### src/rtl/ball_centroid.sv
// Per-frame blob centroid from the colour-filter pixel write stream.
// Accumulates hit count and coordinate sums, then divides serially at frame end.
module ball_centroid #(
    parameter int c_img_cols    = 80,
    parameter int c_img_rows    = 60,
    parameter int c_img_pxls    = 4800,
    parameter int c_nb_img_pxls = 13,
    parameter int c_nb_buf      = 12,
    parameter int c_min_pxls    = 16,
    parameter int c_nb_sum      = 19
) (
    input  logic                     clk,
    input  logic                     rst,
    input  logic                     pxl_we,
    input  logic [c_nb_img_pxls-1:0] pxl_addr,
    input  logic [c_nb_buf-1:0]      pxl_data,
    output logic [6:0]               cent_col,
    output logic [5:0]               cent_row,
    output logic                     found,
    output logic                     cent_valid,
    output logic                     busy,
    output logic                     overrun,
    output logic [7:0]               leds
);

    localparam int c_nb_col  = 7;
    localparam int c_nb_row  = 6;
    localparam int c_nb_cnt  = c_nb_img_pxls;
    localparam int c_nb_iter = $clog2(c_nb_sum);

    typedef enum logic [1:0] {
        ST_ACC,
        ST_DIV,
        ST_DONE
    } state_t;

    state_t state_reg, state_next;

    logic [c_nb_col-1:0]  col_reg;
    logic [c_nb_row-1:0]  row_reg;
    logic [c_nb_cnt-1:0]  cnt_reg;
    logic [c_nb_sum-1:0]  sum_x_reg;
    logic [c_nb_sum-1:0]  sum_y_reg;
    logic [c_nb_cnt-1:0]  dcnt_reg;
    logic [c_nb_iter-1:0] iter_reg;

    logic [c_nb_col-1:0]  cent_col_reg;
    logic [c_nb_row-1:0]  cent_row_reg;
    logic                 found_reg;
    logic                 cent_valid_reg;
    logic                 overrun_reg;
    logic [7:0]           leds_reg;

    logic                 resync;
    logic                 frame_end;
    logic                 hit;
    logic                 latch;
    logic [c_nb_col-1:0]  pix_col;
    logic [c_nb_row-1:0]  pix_row;
    logic [c_nb_col-1:0]  col_adv;
    logic [c_nb_row-1:0]  row_adv;
    logic [c_nb_cnt-1:0]  cnt_acc;
    logic [c_nb_sum-1:0]  sum_x_acc;
    logic [c_nb_sum-1:0]  sum_y_acc;
    logic [c_nb_sum-1:0]  dividend [2];
    logic [c_nb_col-1:0]  quo_col;
    logic [c_nb_row-1:0]  quo_row;
    logic                 found_now;
    logic [2:0]           band;

    // An accepted pixel at address 0 restarts the frame with itself as the only contribution.
    always_comb begin
        resync    = pxl_we && (pxl_addr == '0);
        frame_end = pxl_we && (pxl_addr == c_nb_img_pxls'(c_img_pxls - 1));
        hit       = (pxl_data != '0);
        latch     = frame_end && (state_reg != ST_DIV);

        pix_col   = resync ? '0 : col_reg;
        pix_row   = resync ? '0 : row_reg;
        cnt_acc   = (resync ? '0 : cnt_reg) + c_nb_cnt'(hit);
        sum_x_acc = (resync ? '0 : sum_x_reg) + (hit ? c_nb_sum'(pix_col) : '0);
        sum_y_acc = (resync ? '0 : sum_y_reg) + (hit ? c_nb_sum'(pix_row) : '0);

        col_adv = pix_col + 1'b1;
        row_adv = pix_row;
        if (pix_col == c_nb_col'(c_img_cols - 1)) begin
            col_adv = '0;
            row_adv = (pix_row == c_nb_row'(c_img_rows - 1)) ? '0 : pix_row + 1'b1;
        end

        dividend[0] = sum_x_acc;
        dividend[1] = sum_y_acc;
    end

    always_ff @(posedge clk or posedge rst) begin
        if (rst) begin
            col_reg   <= '0;
            row_reg   <= '0;
            cnt_reg   <= '0;
            sum_x_reg <= '0;
            sum_y_reg <= '0;
        end else if (pxl_we) begin
            col_reg <= col_adv;
            row_reg <= row_adv;
            if (frame_end) begin
                cnt_reg   <= '0;
                sum_x_reg <= '0;
                sum_y_reg <= '0;
            end else begin
                cnt_reg   <= cnt_acc;
                sum_x_reg <= sum_x_acc;
                sum_y_reg <= sum_y_acc;
            end
        end
    end

    always_ff @(posedge clk or posedge rst) begin
        if (rst) begin
            state_reg <= ST_ACC;
            iter_reg  <= '0;
            dcnt_reg  <= '0;
        end else begin
            state_reg <= state_next;
            if (latch) begin
                iter_reg <= '0;
                dcnt_reg <= cnt_acc;
            end else if (state_reg == ST_DIV) begin
                iter_reg <= iter_reg + 1'b1;
            end
        end
    end

    always_comb begin
        state_next = state_reg;
        case (state_reg)
            ST_ACC:  if (latch) state_next = ST_DIV;
            ST_DIV:  if (iter_reg == c_nb_iter'(c_nb_sum - 1)) state_next = ST_DONE;
            ST_DONE: state_next = latch ? ST_DIV : ST_ACC;
            default: state_next = ST_ACC;
        endcase
    end

    // Two identical restoring dividers (x, y); quotient shifts in where the dividend shifts out.
    genvar gi;
    generate
        for (gi = 0; gi < 2; gi++) begin : gen_div
            logic [c_nb_sum-1:0] quo_reg;
            logic [c_nb_cnt-1:0] rem_reg;
            logic [c_nb_cnt:0]   rem_shift;
            logic                q_bit;

            always_comb begin
                rem_shift = {rem_reg, quo_reg[c_nb_sum-1]};
                q_bit     = (rem_shift >= {1'b0, dcnt_reg});
            end

            always_ff @(posedge clk or posedge rst) begin
                if (rst) begin
                    quo_reg <= '0;
                    rem_reg <= '0;
                end else if (latch) begin
                    quo_reg <= dividend[gi];
                    rem_reg <= '0;
                end else if (state_reg == ST_DIV) begin
                    quo_reg <= {quo_reg[c_nb_sum-2:0], q_bit};
                    rem_reg <= q_bit ? (rem_shift[c_nb_cnt-1:0] - dcnt_reg)
                                     : rem_shift[c_nb_cnt-1:0];
                end
            end

            if (gi == 0) begin : gen_col
                assign quo_col = quo_reg[c_nb_col-1:0];
            end else begin : gen_row
                assign quo_row = quo_reg[c_nb_row-1:0];
            end
        end
    endgenerate

    always_comb begin
        found_now = (dcnt_reg >= c_nb_cnt'(c_min_pxls));
        band      = 3'(quo_col / 7'd10);
    end

    always_ff @(posedge clk or posedge rst) begin
        if (rst) begin
            cent_col_reg   <= '0;
            cent_row_reg   <= '0;
            found_reg      <= 1'b0;
            cent_valid_reg <= 1'b0;
            overrun_reg    <= 1'b0;
            leds_reg       <= '0;
        end else begin
            cent_valid_reg <= 1'b0;
            if (frame_end && (state_reg == ST_DIV)) begin
                overrun_reg <= 1'b1;
            end
            if (state_reg == ST_DONE) begin
                cent_valid_reg <= 1'b1;
                found_reg      <= found_now;
                cent_col_reg   <= found_now ? quo_col : '0;
                cent_row_reg   <= found_now ? quo_row : '0;
                leds_reg       <= found_now ? (8'h80 >> band) : 8'h00;
            end
        end
    end

    assign cent_col   = cent_col_reg;
    assign cent_row   = cent_row_reg;
    assign found      = found_reg;
    assign cent_valid = cent_valid_reg;
    assign busy       = (state_reg == ST_DIV);
    assign overrun    = overrun_reg;
    assign leds       = leds_reg;

endmodule

### config.mk
export PLATFORM = sky130hd
export DESIGN_NAME = ball_centroid
export DESIGN_NICKNAME = d
export VERILOG_FILES = /design/src/rtl/ball_centroid.sv
export SDC_FILE = /design/constraint.sdc
export NUM_CORES = 1
export LEC_CHECK = 0
export CAP_MARGIN = 20
export CELL_PAD_IN_SITES_DETAIL_PLACEMENT = 0
export CELL_PAD_IN_SITES_GLOBAL_PLACEMENT = 1
export CORE_ASPECT_RATIO = 0.75
export CORE_MARGIN = 5
export CORE_UTILIZATION = 51
export DETAILED_ROUTE_END_ITERATION = 8
export PLACE_DENSITY_LB_ADDON = 0.15
export SYNTH_ARGS = -nofsm -noshare
export SYNTH_HDL_FRONTEND = slang
export SYNTH_SLANG_ARGS = --single-unit
export TNS_END_PERCENT = 100
### constraint.sdc
create_clock -name clk -period 11 [get_ports clk]
set_input_delay 2.2 -clock clk [delete_from_list [all_inputs] [get_ports clk]]
set_output_delay 2.2 -clock clk [all_outputs]
set_load 0.02 [all_outputs]
==> results by group, run 1 <==
Finish
  • # nets final: 1283
  • Non-Filler Instances: between 1000 and 1500
  • N_diodes: 0
  • FILL cells: 1825
  • Area occupied by multi-input gates: 5764 sq um
  • FF+latch area: 4304 sq um
  • Share of cells above drive strength 1: 5.829%
  • Max reg flops: 38
  • Layout area overhead: 12.43%

Floorplan
  • Core area: 20270 sq um
  • Num rows: 45
  • Starting density of the core: 51.83%
  • Die ar.: 23600 sq um
  • Die X: roughly 180 um
  • Io pins: 53
  • Die Ht: around 130 um

Yosys
  • Post-synthesis cell type count: 74
  • Xor and xnor area share after synthesis: between 5 and 6%
  • Post-synth top area share: between 40% and 50%
  • Synth Cell Area: roughly 11000 sq um
  • Async set-or-reset flop fraction in the synthesized netlist: 100.0%
  • Top-count cell post-synth: dfrtp_1
  • Sequential cell area fraction in the yosys report: between 40 and 50%
  • Syn nets: 1266
  • Yosys warnings: 0
  • Syn Inst Count: 1189
  • EDFF count, synth: 0
  • Top cells by area, synth: dfrtp_1 41%, o21ai_0 6.1%, ha_1 5.4%, nand2_1 4.6%, xnor2_1 3.0%
  • Adder-cell share of the synthesized area: 6.122%
  • Top cells by count, synth: 172 x dfrtp_1, 129 x nand2_1, 128 x o21ai_0, 74 x nor2_1, 60 x nand3_1
  • Post-synthesis compound-gate area fraction: 20.81%
  • Mux cell area share after synthesis: 2.620%
  • Largest area contributor in the netlist: dfrtp_1
  • Seq cells post-synth: roughly 170
  • Syn_area_per_cell: 8.835 sq um
  • Synth Area in Simple Gates: 19.97%
  • Most used DFF post-synth: dfrtp_1
  • Largest family of logic cells by synthesized area: compound AO/OA/AOI/OAI gates

Global route
  • Number of global-route vias before repair: approximately 8200
  • Gr ovfl total: 0
  • Initial antenna violation count: 0
  • Pin count of the biggest net entering global routing: 77
  • GRT Util Overall: 22.94%
  • Global-route wire length before repair: 44150 um

Critical path
  • Reg2Reg Depth: 9
  • Required time worst endpoint: 11300 ps
  • CP Class: in2reg
  • Startpoint Class: input pin
  • Crit Path Max Fanout: 39
  • Crit path DAT: around 6000 ps
  • Critical Path Sink Type: flip-flop

Routing
  • DRC viols: 0
  • WL final: 27000 um
  • Post-route ant nets: 0
  • Pre-antenna DRT Iters: 5
  • Via count: about 8800
  • Starting DRT DRC Count: 752
  • Vias per Instance: 5.953
  • Drt wl/cell: 18.29 um

STA
  • Final setup skew: 14.59 ps
  • Fin crit period: 5790 ps
  • Worst slew margin: about a third
  • Achievable Freq: around 170 MHz
  • Slew Limit Fails: 0
  • Setup TNS: 0 ps
  • Endpoints failing setup: 0
  • RSZ-0062 raised after global routing: false
  • Period utilization: a little over half
  • Fin. Hold Viols: 0
  • Worst slew pin tran: 988.2 ps

Run status
  • Status: complete, no violations

Clocking
  • Clock transition at path regs: 60 ps
  • H-tree levels: 4
  • Clock latency on the worst-skew pair: 440 ps
  • Num CTS Buffers: 17
  • Post-CTS setup buffer count: 0
  • Post-CTS sizing: 0
  • Clk root buf: clkbuf_16
  • Hold buffer count at CTS: 0
  • CTS tree: yes
  • Clk sinks: about 170
  • Longest Clk Path Bufs: 2

Placement
  • Port Buffer Count: 52
  • DP Wirelength: 18130 um
  • Gpl congestion: 0.8414
  • Post-placement cell count: roughly 1400

Power and ir drop
  • Combinational Power Share: a little over a third
  • Clock power share: 27.9%
  • Psw: around 0.83 mW
  • Sequential Power Share: 36.7%
  • Power density cells: 201.2 nW/um^2
  • P_int: 1.543 mW
  • VDD IR max: ~0.00012 V
  • Leak: 5.091 nW
  • Switching portion of total power: 35.06%

Worst hold path
  • Hold path depth: 1
  • Hold WC Path Type: reg2reg

Run
  • Max_cap viols: 0
==> worst max-delay path, cell delays in order <==
cell and delay [ps]:
clkdlybuf4s50_1 410, nor4_2 350, nand2_1 220, or2_1 300, buf_4 260, and3_1 230, ha_1 220, fa_1 400
a21o_1 190, a21oi_1 280, o21a_1 230, nor2_1 170, nand3_1 200, xnor2_1 90, a221o_1 330
==> metal layers <==
metal  up-vias  GRT usage (%)  share of wire (%)
met5         -              0                  0
met4         0          4.675                1.1
met3        25          4.621                5.9
met2       224          33.04                 41
met1      4227          35.73                 52
li1       4310              -                  -
==> cell usage in the layout, fill, tap and decap left out, drive strengths merged, types with 5 or more instances in the layout <==
| cell type | synthesis | final |
|---|---|---|
| o21a | 12 | 12 |
| nand2b | 16 | 16 |
| a21o | 18 | 18 |
| o31ai | 14 | 14 |
| or3 | 6 | 6 |
| nand3 | 61 | 61 |
| a21oi | 54 | 54 |
| and2 | 10 | 10 |
| clkbuf | 45 | 20 |
| nand4 | 10 | 10 |
| bufinv | 0 | 5 |
| and3 | 47 | 47 |
| xnor2 | 36 | 36 |
| or2 | 5 | 5 |
| ha | 45 | 45 |
| nor3 | 21 | 21 |
| dfrtp | 172 | 172 |
| nand2 | 129 | 129 |
| mux2i | 23 | 23 |
| o21ai | 149 | 149 |
| nor2b | 10 | 10 |
| o2bb2ai | 8 | 8 |
| nor2 | 78 | 78 |
| xor2 | 27 | 27 |
| o22ai | 14 | 14 |
| buf | 22 | 14 |
| o211ai | 5 | 5 |
| a22o | 20 | 20 |
| inv | 44 | 45 |
| nor4 | 12 | 12 |
| a31oi | 17 | 17 |
| clkdlybuf4s50 | 0 | 51 |
==> area by class of cell <==
cell class                 instances  share of cell area [%]
clock buffer                      20                   3.782
clock inverter                    11                   1.610
inverter                          44                   1.441
multi-input combinational        906                   48.80
sequential                       172                   36.44
tap                              258                   2.733
timing repair buffer              65                   5.191
==> path summary, 6_finish.rpt <==
path | to | from | slack, ps
max | gen_div[0].quo_reg[14]$_DFFE_PP0P_ | pxl_addr[8] | 5210
min | overrun$_DFFE_PP0P_ | overrun$_DFFE_PP0P_ | 460
max reg2reg | gen_div[1].rem_reg[4]$_DFFE_PP0P_ | dcnt_reg[0]$_DFFE_PP0P_ | 7800
min reg2reg | overrun$_DFFE_PP0P_ | overrun$_DFFE_PP0P_ | 460
max in group asynchronous | sum_x_reg[14]$_DFFE_PP0P_ | rst | 7520
min in group asynchronous | cent_col[4]$_DFFE_PP0P_ | rst | 2230
==> kinds of logic after synthesis <==
logic type	after synthesis
AOI/OAI and AO/OA	348
xor gates and xnor gates	63
adders and majority gates	49
buffers and inverters	111
DFF	172
muxes	27
and+or+nand+nor	419
==> power by group through the flow <==
stage	Clock (mW)	Combinational, mW	Sequential [mW]
6_report	0.664	0.840	0.872
2_1_floorplan	0	0.634	0.867
4_1_cts	0.673	0.836	0.870
3_5_place_dp	0	0.832	0.881
5_1_grt	0.702	0.932	0.891
3_3_place_gp	0	0.822	0.879
==> metrics by stage <==
step | util (%) | setup slack [ps] | hold slack (ps) | area, sq um | power [mW]
global route | 58.27 | 4981 | 498.2 | 11810 | 2.525
CTS | 58.27 | 5259 | 458.9 | 11810 | 2.379
finish | 58.27 | 5210 | 457.9 | 11810 | 2.376
global placement | 55.13 | 4899 | 439.2 | 11170 | 1.701
detailed placement | 55.13 | 4820 | 446.8 | 11170 | 1.713
floorplan | - | 4140 | 441.0 | 10510 | 1.501
Note: power is estimated with default switching activity, not from simulation.
==> run 2: changes to the inputs <==
--- a/config.mk
+++ b/config.mk
@@ -10,7 +10,7 @@
 export CELL_PAD_IN_SITES_GLOBAL_PLACEMENT = 1
 export CORE_ASPECT_RATIO = 0.75
 export CORE_MARGIN = 5
-export CORE_UTILIZATION = 51
+export CORE_UTILIZATION = 43
 export DETAILED_ROUTE_END_ITERATION = 8
 export PLACE_DENSITY_LB_ADDON = 0.15
 export SYNTH_ARGS = -nofsm -noshare
==> constraint.sdc (replaced) <==
create_clock -name clk -period 4.9 [get_ports clk]
set_input_delay 0.98 -clock clk [delete_from_list [all_inputs] [get_ports clk]]
set_output_delay 0.98 -clock clk [all_outputs]
set_load 0.02 [all_outputs]
==> results by group, run 2 (synthesis gave the netlist of run 1 again) <==
Finish
  • # nets final: 1294 (+0.86%)
  • Max reg flops: 38 (unchanged)
  • Most common cell after layout, fill and taps aside: dfrtp_1
  • Layout area overhead: 13.61%
  • Commonest non-fill, non-tap cells in the layout: 172 x dfrtp_1, 129 x nand2_1, 128 x o21ai_0
  • Final core occ: 49.66% (-8.6 points)
  • Share of cells above drive strength 1: 6.748% (+0.92 points)
  • N_diodes: 0 (unchanged)

STA
  • Setup TNS: 0 ps (unchanged)
  • Period utilization: 87.73%
  • Worst slew pin tran: 961.4 ps (-26.83 ps)
  • WHS: 468.4 ps (+10.48 ps)
  • Final setup skew: 8.087 ps (-6.507 ps)
  • Fin crit period: approximately 4300 ps
  • Worst setup margin: 601.0 ps (-4609 ps)
  • Worst slew margin: 35.91% (+1.9 points)
  • RSZ-0062 raised after global routing: false
  • Endpoints failing setup: 0 (unchanged)
  • Slew Limit Fails: 0 (unchanged)
  • Achievable Freq: around 230 MHz
  • Fin. Hold Viols: 0 (unchanged)

Clocking
  • Num CTS Buffers: 17 (unchanged)
  • Hold buffer count at CTS: 0 (unchanged)
  • Clock latency on the worst-skew pair: 430 ps (about the same)
  • Clock transition at path regs: 70 ps (about the same)
  • Post-CTS sizing: 0 (unchanged)
  • Longest Clk Path Bufs: 2 (unchanged)
  • CTS tree: yes
  • Post-CTS setup buffer count: 0 (unchanged)
  • Clk sinks: 172 (unchanged)
  • H-tree levels: 4 (unchanged)
  • Clk root buf: clkbuf_16

Critical path
  • CP max stage cell: clkdlybuf4s50_1
  • Worst R2R Start: dcnt_reg[0]$_DFFE_PP0P_
  • RR Endpoint: gen_div[1].rem_reg[4]$_DFFE_PP0P_
  • CP Cell Sequence: clkdlybuf4s50_1 -> nor4_2 -> nand2_1 -> or2_1 -> and3_1 -> ha_1 -> fa_1 -> a21o_1 -> a21oi_1 -> o21a_1 -> nor2_1 -> nand3_1 -> xnor2_1 -> a221o_1
  • Crit Path Max Fanout: 14 (-64%)
  • Critical Path Sink Type: flip-flop
  • Crit path DAT: 4610 ps (-1480 ps)
  • Bufs and invs on worst path: 1 (-1)
  • Reg2Reg Setup Slack: 1790 ps (-6010 ps)
  • Critical Path Max Stage Delay: 420 ps (about the same)
  • CP Class: in2reg
  • Reg2Reg Depth: 9 (unchanged)
  • Crit path max-delay family: simple AND/OR/NAND/NOR gates
  • Setup crit start: pxl_addr[8]
  • Startpoint Class: input pin
  • Required time worst endpoint: 5210 ps (-6090 ps)

Routing
  • Starting DRT DRC Count: 651 (-13%)
  • Drt wl/cell: 17.70 um (-3.3%)
  • DRC viols: 0 (unchanged)
  • Vias per Instance: 5.579 (-6.3%)
  • WL final: 27620 um (+2.3%)
  • Via count: 8709 (-0.88%)
  • Pre-antenna DRT Iters: 7 (+2)
  • Post-route ant nets: 0 (unchanged)

Run
  • Max_cap viols: 0 (unchanged)

Placement
  • Port Buffer Count: 52 (unchanged)
  • Setup WS pre-CTS: 157.0 ps (-4663 ps)
  • Gpl congestion: 0.8406 (about the same)
  • DP Wirelength: 18950 um (+4.5%)

Power and ir drop
  • Switching portion of total power: 36.62% (+1.6 points)
  • Power density cells: 437.3 nW/um^2 (+120%)
  • Leak: 5.104 nW (+0.25%)
  • VDD IR max: 0.0002380 V (+100%)
  • Psw: 1.911 mW (+130%)
  • P_int: 3.308 mW (+110%)
  • Total power: 5.219 mW (+120%)
  • Sequential Power Share: 37.6% (+0.9 points)
  • Combinational Power Share: 36.4% (+1.1 points)
  • Clock power share: 26.0% (-1.9 points)

Floorplan
  • Die ar.: 27690 sq um (+17%)
  • Die Ht: 145.4 um (+8.2%)
  • Num rows: 49 (+8.9%)
  • Io pins: 53 (unchanged)
  • Starting density of the core: 43.71% (-8.1 points)
  • Core area: 24030 sq um (+19%)
  • Die X: 190.5 um (+8.4%)

Global route
  • Gr ovfl total: 0 (unchanged)
  • Pin count of the biggest net entering global routing: 134 (+74%)
  • Global-route wire length before repair: 45970 um (+4.1%)
  • Initial antenna violation count: 0 (unchanged)
  • GRT Util Overall: 20.39% (-2.5 points)
  • Number of global-route vias before repair: 8240 (+0.50%)

Run status
  • Status: complete, no violations

Worst hold path
  • Hold WC Path Type: reg2reg
  • Hold Startpoint: overrun$_DFFE_PP0P_
  • WHS Endpoint: overrun$_DFFE_PP0P_
  • Hold path depth: 1 (unchanged)
run 2: final cells by class:
cell class | instances | area [sq um]
Multi-Input combinational cell | 906 | 5764
Inverter | 44 | 168.9
Clock buffer | 19 | 432.9
Fill cell | 2322 | 12100
Timing Repair Buffer | 76 | 708.2
Clock inverter | 13 | 142.6
Sequential cell | 172 | 4304
Tap cell | 331 | 414.1
run 2: power groups by stage:
stage | logic [mW] | clock network [mW] | registers (mW)
after floorplan | 1.42 | 0 | 1.95
after detailed placement | 1.90 | 0 | 1.98
after global placement | 1.89 | 0 | 1.98
after CTS | 1.91 | 1.39 | 1.96
final | 1.90 | 1.36 | 1.96
after global routing | 2.13 | 1.45 | 2.01
run 2: worst max path at each step:
stage                                                     to  depth (start not counted)  slack [ps]
after floorplan           gen_div[0].quo_reg[16]$_DFFE_PP0P_                         16         660
after global placement             sum_y_reg[17]$_DFFE_PP0P_                         13         230
after detailed placement  gen_div[0].quo_reg[14]$_DFFE_PP0P_                         14         160
after CTS                 gen_div[0].quo_reg[14]$_DFFE_PP0P_                         14         610
after global routing      gen_div[0].quo_reg[14]$_DFFE_PP0P_                         15         380
final                     gen_div[0].quo_reg[14]$_DFFE_PP0P_                         14         600
run 2: per-layer routing:
metal	part of all wire, %	global-route usage, %	up-vias
li1	-	-	4320
met1	55	33.64	4203
met2	40	27.58	170
met3	4.2	3.597	16
met4	0.85	4.092	0
met5	0	0	-
run 2: stage by stage:
| step | area [sq um] | instances |
|---|---|---|
| final | 11940 | 1561 |
| after floorplan | 10510 | 1189 |
| after global routing | 11940 | 1561 |
| after CTS | 11940 | 1561 |
| after global placement | 11360 | 1529 |
| after detailed placement | 11360 | 1529 |
==> run 3: changes to the inputs <==
==> constraint.sdc (replaced) <==
create_clock -name clk -period 3.5 [get_ports clk]
set_input_delay 0.7 -clock clk [delete_from_list [all_inputs] [get_ports clk]]
set_output_delay 0.7 -clock clk [all_outputs]
set_load 0.02 [all_outputs]
==> results by group, run 3 (synthesis gave the netlist of run 1 again) <==
Floorplan
  • Core area: 24030 sq um (unchanged)
  • Die ar.: 27690 sq um (unchanged)
  • Starting density of the core: 43.71% (unchanged)
  • Io pins: 53 (unchanged)
  • Die X: 190.5 um (unchanged)
  • Num rows: 49 (unchanged)
  • Die Ht: 145.4 um (unchanged)

Placement
  • Post-placement cell count: 1595 (+4.3%)
  • DP Wirelength: 19800 um (+4.5%)
  • Port Buffer Count: 52 (unchanged)
  • Gpl congestion: 0.8042 (-4.3%)

Clocking
  • H-tree levels: 4 (unchanged)
  • Clk root buf: clkbuf_16
  • Clock latency on the worst-skew pair: 430 ps (about the same)
  • Clk sinks: 172 (unchanged)
  • Hold buffer count at CTS: 0 (unchanged)
  • Longest Clk Path Bufs: 2 (unchanged)
  • Clock transition at path regs: 70 ps (about the same)
  • Num CTS Buffers: 17 (unchanged)
  • CTS tree: yes

STA
  • Worst slew margin: 34.02% (-1.9 points)
  • Endpoints failing setup: 0 (unchanged)
  • Period utilization: a little over nine tenths
  • Fin. Hold Viols: 0 (unchanged)
  • Final setup skew: 8.645 ps (+0.5586 ps)
  • Slew Limit Fails: 0 (unchanged)
  • WHS: 465.5 ps (-2.916 ps)
  • Setup TNS: 0 ps (unchanged)
  • RSZ-0062 raised after global routing: false
  • Fin crit period: 3377 ps
  • Worst slew pin tran: 989.7 ps (+28.28 ps)
  • Achievable Freq: 296.1 MHz

Power and ir drop
  • Power density cells: 616.9 nW/um^2 (+41%)
  • Leak: 5.568 nW (+9.1%)
  • Psw: 2.811 mW (+47%)
  • Clock power share: 25.5% (-0.5 points)
  • Total power: 7.833 mW (+50%)
  • Combinational Power Share: 39.4% (+3.0 points)
  • Switching portion of total power: 35.89% (-0.73 points)
  • VDD IR max: 0.0003316 V (+39%)
  • P_int: 5.022 mW (+52%)
  • Sequential Power Share: 35.1% (-2.5 points)

Critical path
  • Bufs and invs on worst path: 1 (unchanged)
  • Crit path max-delay family: simple AND/OR/NAND/NOR gates
  • CP max stage cell: clkdlybuf4s50_1
  • Critical Path Sink Type: flip-flop
  • Critical Path Max Stage Delay: 450 ps (+30 ps)
  • CP Class: in2reg
  • Required time worst endpoint: 3860 ps (-1350 ps)
  • CP Cell Sequence: clkdlybuf4s50_1 -> nor4_4 -> nand2_2 -> or2_4 -> and3_4 -> ha_2 -> fa_2 -> a21o_1 -> a21oi_2 -> o21bai_4 -> a21oi_4 -> and4bb_4 -> or2_0 -> a31oi_1
  • Startpoint Class: input pin
  • Crit path DAT: 3730 ps (-880 ps)
  • Crit Path Max Fanout: 6 (-8)

Routing
  • Via count: 9064 (+4.1%)
  • DRC viols: 0 (unchanged)
  • Uppermost layer routed: met4
  • DRT met1 WL: 15480 um (+2.2%)
  • DR WL met3: 1267 um (+9.7%)
  • Vias per Instance: 5.551 (-0.51%)
  • Routed wl met2: 11490 um (+3.7%)
  • Starting DRT DRC Count: 674 (+3.5%)
  • WL final: 28430 um (+2.9%)
  • Post-route ant nets: 0 (unchanged)
  • Drt wl/cell: 17.41 um (-1.6%)
  • Pre-antenna DRT Iters: 5 (-2)

Run
  • Max_cap viols: 0 (unchanged)

Finish
  • Layout area overhead: 20.87%
  • Non-Filler Instances: 1633 (+4.6%)
  • Area occupied by multi-input gates: 5893 sq um (+2.2%)
  • Commonest non-fill, non-tap cells in the layout: 172 x dfrtp_1, 128 x nand2_1, 128 x o21ai_0
  • Final core occ: 52.83% (+3.2 points)
  • N_diodes: 0 (unchanged)
  • Most common cell after layout, fill and taps aside: dfrtp_1
  • # nets final: 1366 (+5.6%)
  • FF+latch area: 4304 sq um (unchanged)
  • Max reg flops: 38 (unchanged)
  • FILL cells: 2281 (-1.8%)
  • Share of cells above drive strength 1: 13.44% (+6.7 points)

Global route
  • Global-route wire length before repair: 47210 um (+2.7%)
  • GRT Util Overall: 20.92% (+0.52 points)
  • Initial antenna violation count: 0 (unchanged)
  • Number of global-route vias before repair: 8796 (+6.7%)
  • Pin count of the biggest net entering global routing: 106 (-21%)
  • Gr ovfl total: 0 (unchanged)

Worst hold path
  • Hold WC Path Type: reg2reg

Run status
  • Status: complete, no violations
==> run 3: changes by cell type in the layout (fill, tap and decap cells not counted), moves of 3 or more <==
| cell | delta |
|---|---|
| buf_4 | +64 |
| and3_1 | -3 |
| nor4_1 | -3 |
| clkdlybuf4s50_1 | -9 |
| buf_6 | +7 |
| dlymetal6s2s_1 | +9 |
| and3_4 | +3 |
==> run 3: path summary, 6_finish.rpt <==
check,from,to,slack [ps],cells after the start
setup reg to reg,dcnt_reg[0]$_DFFE_PP0P_,gen_div[1].rem_reg[1]$_DFFE_PP0P_,620,10
hold reg to reg,overrun$_DFFE_PP0P_,overrun$_DFFE_PP0P_,470,1
hold / removal,overrun$_DFFE_PP0P_,overrun$_DFFE_PP0P_,470,1
setup / recovery,pxl_addr[6],sum_y_reg[18]$_DFFE_PP0P_,120,14
min in group asynchronous,rst,sum_x_reg[5]$_DFFE_PP0P_,770,3
max in group asynchronous,rst,gen_div[1].rem_reg[9]$_DFFE_PP0P_,1970,3
==> run 3: timing repair <==
action                     4_1_cts  5_1_grt
buffers inserted                 1        5
resized for setup                2       23
setup endpoints to repair       13       48
pin swaps                        2       16
==> run 3: cell type report <==
cell class | count | share of cell area, %
clock buffers | 20 | 3.518
clock inverters | 12 | 1.261
inverters | 44 | 1.330
multi-input cells | 906 | 46.41
flip-flops and latches | 172 | 33.90
well taps | 331 | 3.262
repair buffers | 148 | 10.32
==> run 3: through the flow <==
stage	setup slack, ps	instance area [sq um]
after CTS	26.18	12580
after floorplan	-58.33	10630
after global placement	-473.6	11940
final	122.8	12700
after global routing	7.970	12700
after detailed placement	-543.7	11960
==> run 3: per-layer routing <==
layer | vias to the layer above | GRT usage (%)
met5 | - | 0
met4 | 0 | 4.092
met3 | 14 | 3.669
met2 | 174 | 29.20
met1 | 4395 | 33.77
li1 | 4481 | -
==> run 3: power by group through the flow <==
stage	sequential (mW)	clock, mW	combinational, mW
after global routing	2.82	2.13	3.42
after global placement	2.77	0	3.02
after floorplan	2.73	0	2.05
after detailed placement	2.78	0	3.05
final	2.75	2.00	3.08
after CTS	2.74	2.04	3.07
